### src/rtl/uart_pkg.sv
// Shared types and constants for the UART transmit arbiter: FSM encoding,
// byte width, default over_rx timeout and grant-index width helper.
package uart_pkg;

    localparam int          BYTE_W      = 8;
    localparam logic [31:0] TMO_CYC_DEF = 32'd2_000_000;

    typedef enum logic [2:0] {
        ST_IDLE,
        ST_LOAD,
        ST_SEND,
        ST_WAIT,
        ST_CHK_H,
        ST_CHK_L,
        ST_DONE,
        ST_REL
    } state_e;

    // Which byte of the frame the current SEND/WAIT round carries.
    typedef enum logic [1:0] {
        PH_DATA,
        PH_CHK_H,
        PH_CHK_L
    } phase_e;

    // Requester counts 2..4 need a 1- or 2-bit index.
    function automatic int unsigned idx_width(input int unsigned n);
        return (n > 2) ? 2 : 1;
    endfunction

endpackage

### src/rtl/rr_pick.sv
// Combinational round-robin selector: first set req bit searching upward
// from (rr_i + 1) mod NREQ with wrap-around.
module rr_pick
    import uart_pkg::*;
#(
    parameter int unsigned NREQ  = 2,
    parameter int unsigned IDX_W = idx_width(NREQ)
) (
    input  logic [NREQ-1:0]  req_i,
    input  logic [IDX_W-1:0] rr_i,
    output logic [NREQ-1:0]  gnt_o,
    output logic [IDX_W-1:0] idx_o,
    output logic             any_o
);

    logic [IDX_W-1:0] cand;

    // Walk offsets from farthest to nearest so the nearest hit overwrites.
    always_comb begin
        gnt_o = '0;
        idx_o = '0;
        any_o = 1'b0;
        cand  = '0;
        for (int i = NREQ; i >= 1; i--) begin
            cand = IDX_W'((int'(rr_i) + i) % NREQ);
            if (req_i[cand]) begin
                gnt_o       = '0;
                gnt_o[cand] = 1'b1;
                idx_o       = cand;
                any_o       = 1'b1;
            end
        end
    end

endmodule

### src/rtl/uart_tx_arb.sv
// Round-robin packet arbiter feeding one byte-serial UART transmitter.
// Define UART_ARB_CHKSUM_EN to append a 16-bit byte-sum checksum to each packet.
module uart_tx_arb
    import uart_pkg::*;
#(
    parameter int unsigned NREQ    = 2,
    parameter logic [31:0] TMO_CYC = TMO_CYC_DEF,
    parameter int unsigned TMO_W   = 32
) (
    input  logic                   clk,
    input  logic                   rst_n,
    input  logic [NREQ-1:0]        req,
    output logic [NREQ-1:0]        gnt,
    input  logic [NREQ*BYTE_W-1:0] din,
    input  logic [NREQ-1:0]        din_valid,
    input  logic [NREQ-1:0]        din_last,
    output logic [NREQ-1:0]        din_ready,
    output logic                   send_en,
    output logic [BYTE_W-1:0]      data_rx,
    input  logic                   over_rx,
    output logic [NREQ-1:0]        pkt_done,
    output logic                   tmo_err,
    output logic                   busy
);

    localparam int unsigned      IDX_W    = idx_width(NREQ);
    localparam logic [TMO_W-1:0] TMO_LAST = TMO_W'(TMO_CYC - 32'd1);

    state_e             state_q, state_d;
    logic [NREQ-1:0]    gnt_q, gnt_d;
    logic [IDX_W-1:0]   g_q, g_d;
    logic [IDX_W-1:0]   rr_q, rr_d;
    logic [BYTE_W-1:0]  data_q, data_d;
    logic               last_q, last_d;
    logic [TMO_W-1:0]   cnt_q, cnt_d;
`ifdef UART_ARB_CHKSUM_EN
    logic [15:0]        sum_q, sum_d;
    phase_e             phase_q, phase_d;
`endif

    logic [NREQ-1:0]    pick_gnt;
    logic [IDX_W-1:0]   pick_idx;
    logic               pick_any;
    logic [BYTE_W-1:0]  din_g;
    logic               vld_g;
    logic               last_g;
    logic               tmo_hit;

    rr_pick #(
        .NREQ  (NREQ),
        .IDX_W (IDX_W)
    ) u_rr_pick (
        .req_i (req),
        .rr_i  (rr_q),
        .gnt_o (pick_gnt),
        .idx_o (pick_idx),
        .any_o (pick_any)
    );

    // Only the granted requester's byte lane and qualifiers are ever looked at.
    always_comb begin
        din_g  = '0;
        vld_g  = 1'b0;
        last_g = 1'b0;
        for (int i = 0; i < NREQ; i++) begin
            if (g_q == IDX_W'(i)) begin
                din_g  = din[i*BYTE_W +: BYTE_W];
                vld_g  = din_valid[i];
                last_g = din_last[i];
            end
        end
    end

    // over_rx takes priority over a timeout landing in the same cycle.
    assign tmo_hit = (state_q == ST_WAIT) && (cnt_q == TMO_LAST) && !over_rx;

    always_ff @(posedge clk or negedge rst_n) begin
        if (!rst_n) begin
            state_q <= ST_IDLE;
        end else begin
            state_q <= state_d;
        end
    end

    always_comb begin
        state_d = state_q;
        case (state_q)
            ST_IDLE: if (pick_any) state_d = ST_LOAD;
            ST_LOAD: if (vld_g) state_d = ST_SEND;
            ST_SEND: state_d = ST_WAIT;
            ST_WAIT: begin
                if (over_rx) begin
`ifdef UART_ARB_CHKSUM_EN
                    case (phase_q)
                        PH_DATA:  state_d = last_q ? ST_CHK_H : ST_LOAD;
                        PH_CHK_H: state_d = ST_CHK_L;
                        default:  state_d = ST_DONE;
                    endcase
`else
                    state_d = last_q ? ST_DONE : ST_LOAD;
`endif
                end else if (cnt_q == TMO_LAST) begin
                    state_d = ST_REL;
                end
            end
`ifdef UART_ARB_CHKSUM_EN
            ST_CHK_H: state_d = ST_SEND;
            ST_CHK_L: state_d = ST_SEND;
`endif
            ST_DONE: state_d = ST_REL;
            ST_REL:  state_d = ST_IDLE;
            default: state_d = ST_IDLE;
        endcase
    end

    always_comb begin
        send_en   = (state_q == ST_SEND);
        din_ready = (state_q == ST_LOAD && vld_g) ? gnt_q : '0;
        pkt_done  = (state_q == ST_DONE) ? gnt_q : '0;
        tmo_err   = tmo_hit;
        gnt       = gnt_q;
        busy      = |gnt_q;
        data_rx   = data_q;
    end

    always_comb begin
        gnt_d  = gnt_q;
        g_d    = g_q;
        rr_d   = rr_q;
        data_d = data_q;
        last_d = last_q;
        cnt_d  = cnt_q;
`ifdef UART_ARB_CHKSUM_EN
        sum_d   = sum_q;
        phase_d = phase_q;
`endif
        case (state_q)
            ST_IDLE: begin
                if (pick_any) begin
                    gnt_d = pick_gnt;
                    g_d   = pick_idx;
`ifdef UART_ARB_CHKSUM_EN
                    sum_d   = '0;
                    phase_d = PH_DATA;
`endif
                end
            end
            ST_LOAD: begin
                if (vld_g) begin
                    data_d = din_g;
                    last_d = last_g;
`ifdef UART_ARB_CHKSUM_EN
                    sum_d = sum_q + {8'h00, din_g};
`endif
                end
            end
            ST_SEND: cnt_d = '0;
            ST_WAIT: cnt_d = cnt_q + TMO_W'(1);
`ifdef UART_ARB_CHKSUM_EN
            ST_CHK_H: begin
                data_d  = sum_q[15:8];
                phase_d = PH_CHK_H;
            end
            ST_CHK_L: begin
                data_d  = sum_q[7:0];
                phase_d = PH_CHK_L;
            end
`endif
            ST_REL: rr_d = g_q;
            default: ;
        endcase
        // Grant is dropped on entry to REL so it is already low during REL.
        if (state_d == ST_REL) begin
            gnt_d = '0;
        end
    end

    always_ff @(posedge clk or negedge rst_n) begin
        if (!rst_n) begin
            gnt_q  <= '0;
            g_q    <= '0;
            rr_q   <= IDX_W'(NREQ - 1);
            data_q <= '0;
            last_q <= 1'b0;
            cnt_q  <= '0;
`ifdef UART_ARB_CHKSUM_EN
            sum_q   <= '0;
            phase_q <= PH_DATA;
`endif
        end else begin
            gnt_q  <= gnt_d;
            g_q    <= g_d;
            rr_q   <= rr_d;
            data_q <= data_d;
            last_q <= last_d;
            cnt_q  <= cnt_d;
`ifdef UART_ARB_CHKSUM_EN
            sum_q   <= sum_d;
            phase_q <= phase_d;
`endif
        end
    end

endmodule

### config.mk
export PLATFORM = sky130hd
export DESIGN_NAME = uart_tx_arb
export DESIGN_NICKNAME = d
export VERILOG_FILES = /design/src/rtl/uart_pkg.sv /design/src/rtl/rr_pick.sv /design/src/rtl/uart_tx_arb.sv
export SDC_FILE = /design/constraint.sdc
export NUM_CORES = 1
export LEC_CHECK = 0
export CAP_MARGIN = 25
export CORE_MARGIN = 1.5
export CORE_UTILIZATION = 50
export DETAILED_ROUTE_END_ITERATION = 8
export GPL_TIMING_DRIVEN = 0
export PLACE_DENSITY = 0.75
export SYNTH_ARGS = -nofsm -noshare
export SYNTH_HDL_FRONTEND = slang
export SYNTH_SLANG_ARGS = --single-unit
### constraint.sdc
create_clock -name clk -period 4.2 [get_ports clk]
set_input_delay 0.84 -clock clk [delete_from_list [all_inputs] [get_ports clk]]
set_output_delay 0.84 -clock clk [all_outputs]
set_load 0.05 [all_outputs]
==> impl_metrics.env <==
export IMPL_die_height_um=76.9
export IMPL_postLayoutCoreUtil=0.644
export IMPL_synth_seq_area_share=0.441
export IMPL_power_per_cell_area_mw_per_mm2=502
export IMPL_cts_buffers_inserted=5
export IMPL_drt_wirelength_per_cell_um=15.0
export IMPL_cts_post_setup_buffers_inserted=0
export IMPL_drt_antenna_violating_nets=0
export IMPL_signed_area_change_from_the_synthesized_netlist_to_the_final_layout_pct=22.1
export IMPL_timing_fmax_mhz=261
export IMPL_static_leakage_power_uw=0.00161
export IMPL_vias=2329
export IMPL_largest_cells_by_area_after_synthesis="sky130_fd_sc_hd__dfrtp_1 (43%), sky130_fd_sc_hd__mux2i_1 (13%), sky130_fd_sc_hd__nand2_1 (7.2%)"
export IMPL_post_synth_top_area_cell="sky130_fd_sc_hd__dfrtp_1"
export IMPL_setup_violations_final=0
export IMPL_max_slew_worst_pin_slew_ns=0.650
export IMPL_fin_setup_tns_ns=0
export IMPL_place_gp_congestion=0.830
export IMPL_post_synth_instance_area_mm2=0.00273
export IMPL_chipWidth_um=76.9
export IMPL_synth_cell_type_count=46
export IMPL_clock_root_buffer="sky130_fd_sc_hd__clkbuf_8"
export IMPL_highest_count_cells_in_the_layout_ignoring_fill_and_taps="sky130_fd_sc_hd__nand2_1 (52), sky130_fd_sc_hd__dfrtp_1 (47), sky130_fd_sc_hd__clkdlybuf4s50_1 (40)"
export IMPL_gr_total_overflow=0
export IMPL_slew_headroom=0.567
export IMPL_critical_path_required_ns=3.36
export IMPL_drcViolationCount=0
export IMPL_cts_hold_buffers=0
export IMPL_tritoncts="yes"
export IMPL_insertion_delay_ns=0.30
export IMPL_timing_final_crit_period_ns=3.83
export IMPL_postSynthCellCount=288
export IMPL_cts_reportedPaths_clkPinSlew_ns=0.08
export IMPL_antenna_found_initial=0
export IMPL_via_count_of_the_first_global_routing_pass=2317
export IMPL_mostFrequentLayoutCell="sky130_fd_sc_hd__nand2_1"
export IMPL_pin_count_of_the_biggest_net_entering_global_routing=36
export IMPL_layout_drive_gt1_share=0.0799
export IMPL_io_buffers=41
export IMPL_finalClockSkew_ns=0.00717
export IMPL_grt_pass1_wl_mm=10.9
export IMPL_drtPass1Iterations=4
export IMPL_syn_mean_instance_area_um2=9.47
export IMPL_worstPathArrival_ns=2.99
export IMPL_final_max_slew_viol_count=0
export IMPL_ys_seq_elements=48
export IMPL_postSynthNetCount=314
export IMPL_period_share=0.911
export IMPL_design_portCount=42
export IMPL_holdCritPathClass="in2async"
export IMPL_dominantRegCellSynth="sky130_fd_sc_hd__dfrtp_1"
export IMPL_postSynth_asyncResetShare=1.00
export IMPL_yosys_warnings=0
export IMPL_cts_num_sinks=48
export IMPL_antenna_diode_count=0
export IMPL_synth_enable_flop_cells=0
export IMPL_max_fo_critical_path=10
export IMPL_max_cap_violations=0
export IMPL_worst_setup_path_type="in2out"
export IMPL_h_tree_depth=2
export IMPL_final_net_count=363
export IMPL_synth_largest_type_area_fraction=0.431
export IMPL_rsz0062_at_grt="false"
export IMPL_track_usage=0.228
export IMPL_fp_coreArea_mm2=0.00517
export IMPL_postRouteWirelength_mm=6.11
export IMPL_ir_drop_uv=414
export IMPL_clk_path_buf_depth=2
export IMPL_cts_resized_gates=0
export IMPL_outcome="completed"
export IMPL_place_detailed_hpwl_mm=4.50
export IMPL_cp_end_kind="primary output"
export IMPL_crit_path_start_kind="input port"
export IMPL_floorplan_initialDensity=0.527
export IMPL_detail_route_vias_per_cell=5.71
export IMPL_row_count=26
export IMPL_die_footprint_mm2=0.00591
export IMPL_drtIter0Drc=166
export IMPL_hold_viol=0
-- synthesized netlist by cell type, types with 2 or more instances --
cell                       instances
sky130_fd_sc_hd__or4_1             2
sky130_fd_sc_hd__o21ai_0          22
sky130_fd_sc_hd__nor2_1           16
sky130_fd_sc_hd__a21oi_1           4
sky130_fd_sc_hd__and4_1            2
sky130_fd_sc_hd__nand2b_1          4
sky130_fd_sc_hd__nand3b_1          3
sky130_fd_sc_hd__mux2i_1          35
sky130_fd_sc_hd__and3_1            5
sky130_fd_sc_hd__nand2_1          52
sky130_fd_sc_hd__inv_1             8
sky130_fd_sc_hd__o31ai_1           3
sky130_fd_sc_hd__buf_6             5
sky130_fd_sc_hd__buf_2             3
sky130_fd_sc_hd__nor3_1            5
sky130_fd_sc_hd__nand3_1          11
sky130_fd_sc_hd__and4_2            2
sky130_fd_sc_hd__dfrtp_1          47
sky130_fd_sc_hd__nand4_1          18
sky130_fd_sc_hd__nor4b_1           3
sky130_fd_sc_hd__and2_1            4
sky130_fd_sc_hd__or3_1             2
sky130_fd_sc_hd__a31oi_1           2
sky130_fd_sc_hd__nor4_1            4
sky130_fd_sc_hd__clkbuf_1          5
-- report_power, final --
part | switching, µW | internal (µW)
Clock | 149 | 134
Sequential | 69.6 | 551
Combinational | 492 | 275
-- worst max-delay path, cell delays in order --
cell	delay, ns
sky130_fd_sc_hd__clkdlybuf4s50_1	0.46
sky130_fd_sc_hd__mux2i_1	0.09
sky130_fd_sc_hd__or3_1	0.38
sky130_fd_sc_hd__clkbuf_1	0.25
sky130_fd_sc_hd__nor2_1	0.15
sky130_fd_sc_hd__clkdlybuf4s50_1	0.82
-- per-layer routing --
layer / global-route usage / share of wire / routed length, µm
met4: 0.0667 / 0.011 / 66
met1: 0.314 / 0.47 / 2900
met3: 0.0405 / 0.044 / 268
met5: 0 / 0 / 0
met2: 0.366 / 0.47 / 2870
-- area by class of cell --
class,count,area [µm²]
fill,423,1840
multi-input combinational,217,1390
sequential,48,1200
timing repair buffer,42,425
buffer,15,101
clock buffer,8,90.1
tap,70,87.6
inverter,8,30.0
-- cell families (layout without fill, tap and decap cells) --
family          count (synthesis)  count (layout)  share of synthesized area
simple gates                  143             143                      0.293
flops                          48              48                      0.441
compound gates                 36              36                     0.0780
mux                            36              36                      0.133
buf+inv                        23              73                     0.0482
fa+ha+maj                       1               1                    0.00459
xor+xnor                        1               1                    0.00321
-- sequential cells by signal (all words and copies together) (netlist names) --
name,count
cnt_q,32
state_q,3
gnt,2
rr_q,1
data_rx,8
g_q,1
last_q,1
-- metrics by stage --
| stage | cell area [µm²] | worst slack (ns) | cells | hold WS [ns] | power, µW |
|---|---|---|---|---|---|
| floorplan | 2730 | 0.670 | 288 | 0.460 | 1150 |
| global placement | 3230 | 0.371 | 399 | 0.464 | 1380 |
| detailed placement | 3240 | 0.340 | 400 | 0.473 | 1400 |
| CTS | 3330 | 0.350 | 408 | 0.439 | 1690 |
| global route | 3330 | 0.252 | 408 | 0.453 | 1780 |
| finish | 3330 | 0.373 | 408 | 0.431 | 1670 |
-- final timing paths --
path,depth (start not counted),to,startpoint,slack (ns)
min in group clk,2,data_rx[4],data_rx[4],0.49
hold reg to reg,2,data_rx[4],data_rx[4],0.49
max in group asynchronous,2,rr_q,rst_n,3.22
hold / removal,1,cnt_q[3],rst_n,0.43
setup reg to reg,6,cnt_q[28],cnt_q[0],2.31
setup / recovery,6,din_ready[0],din_valid[1],0.37
Power figures use the tool's default switching activity.
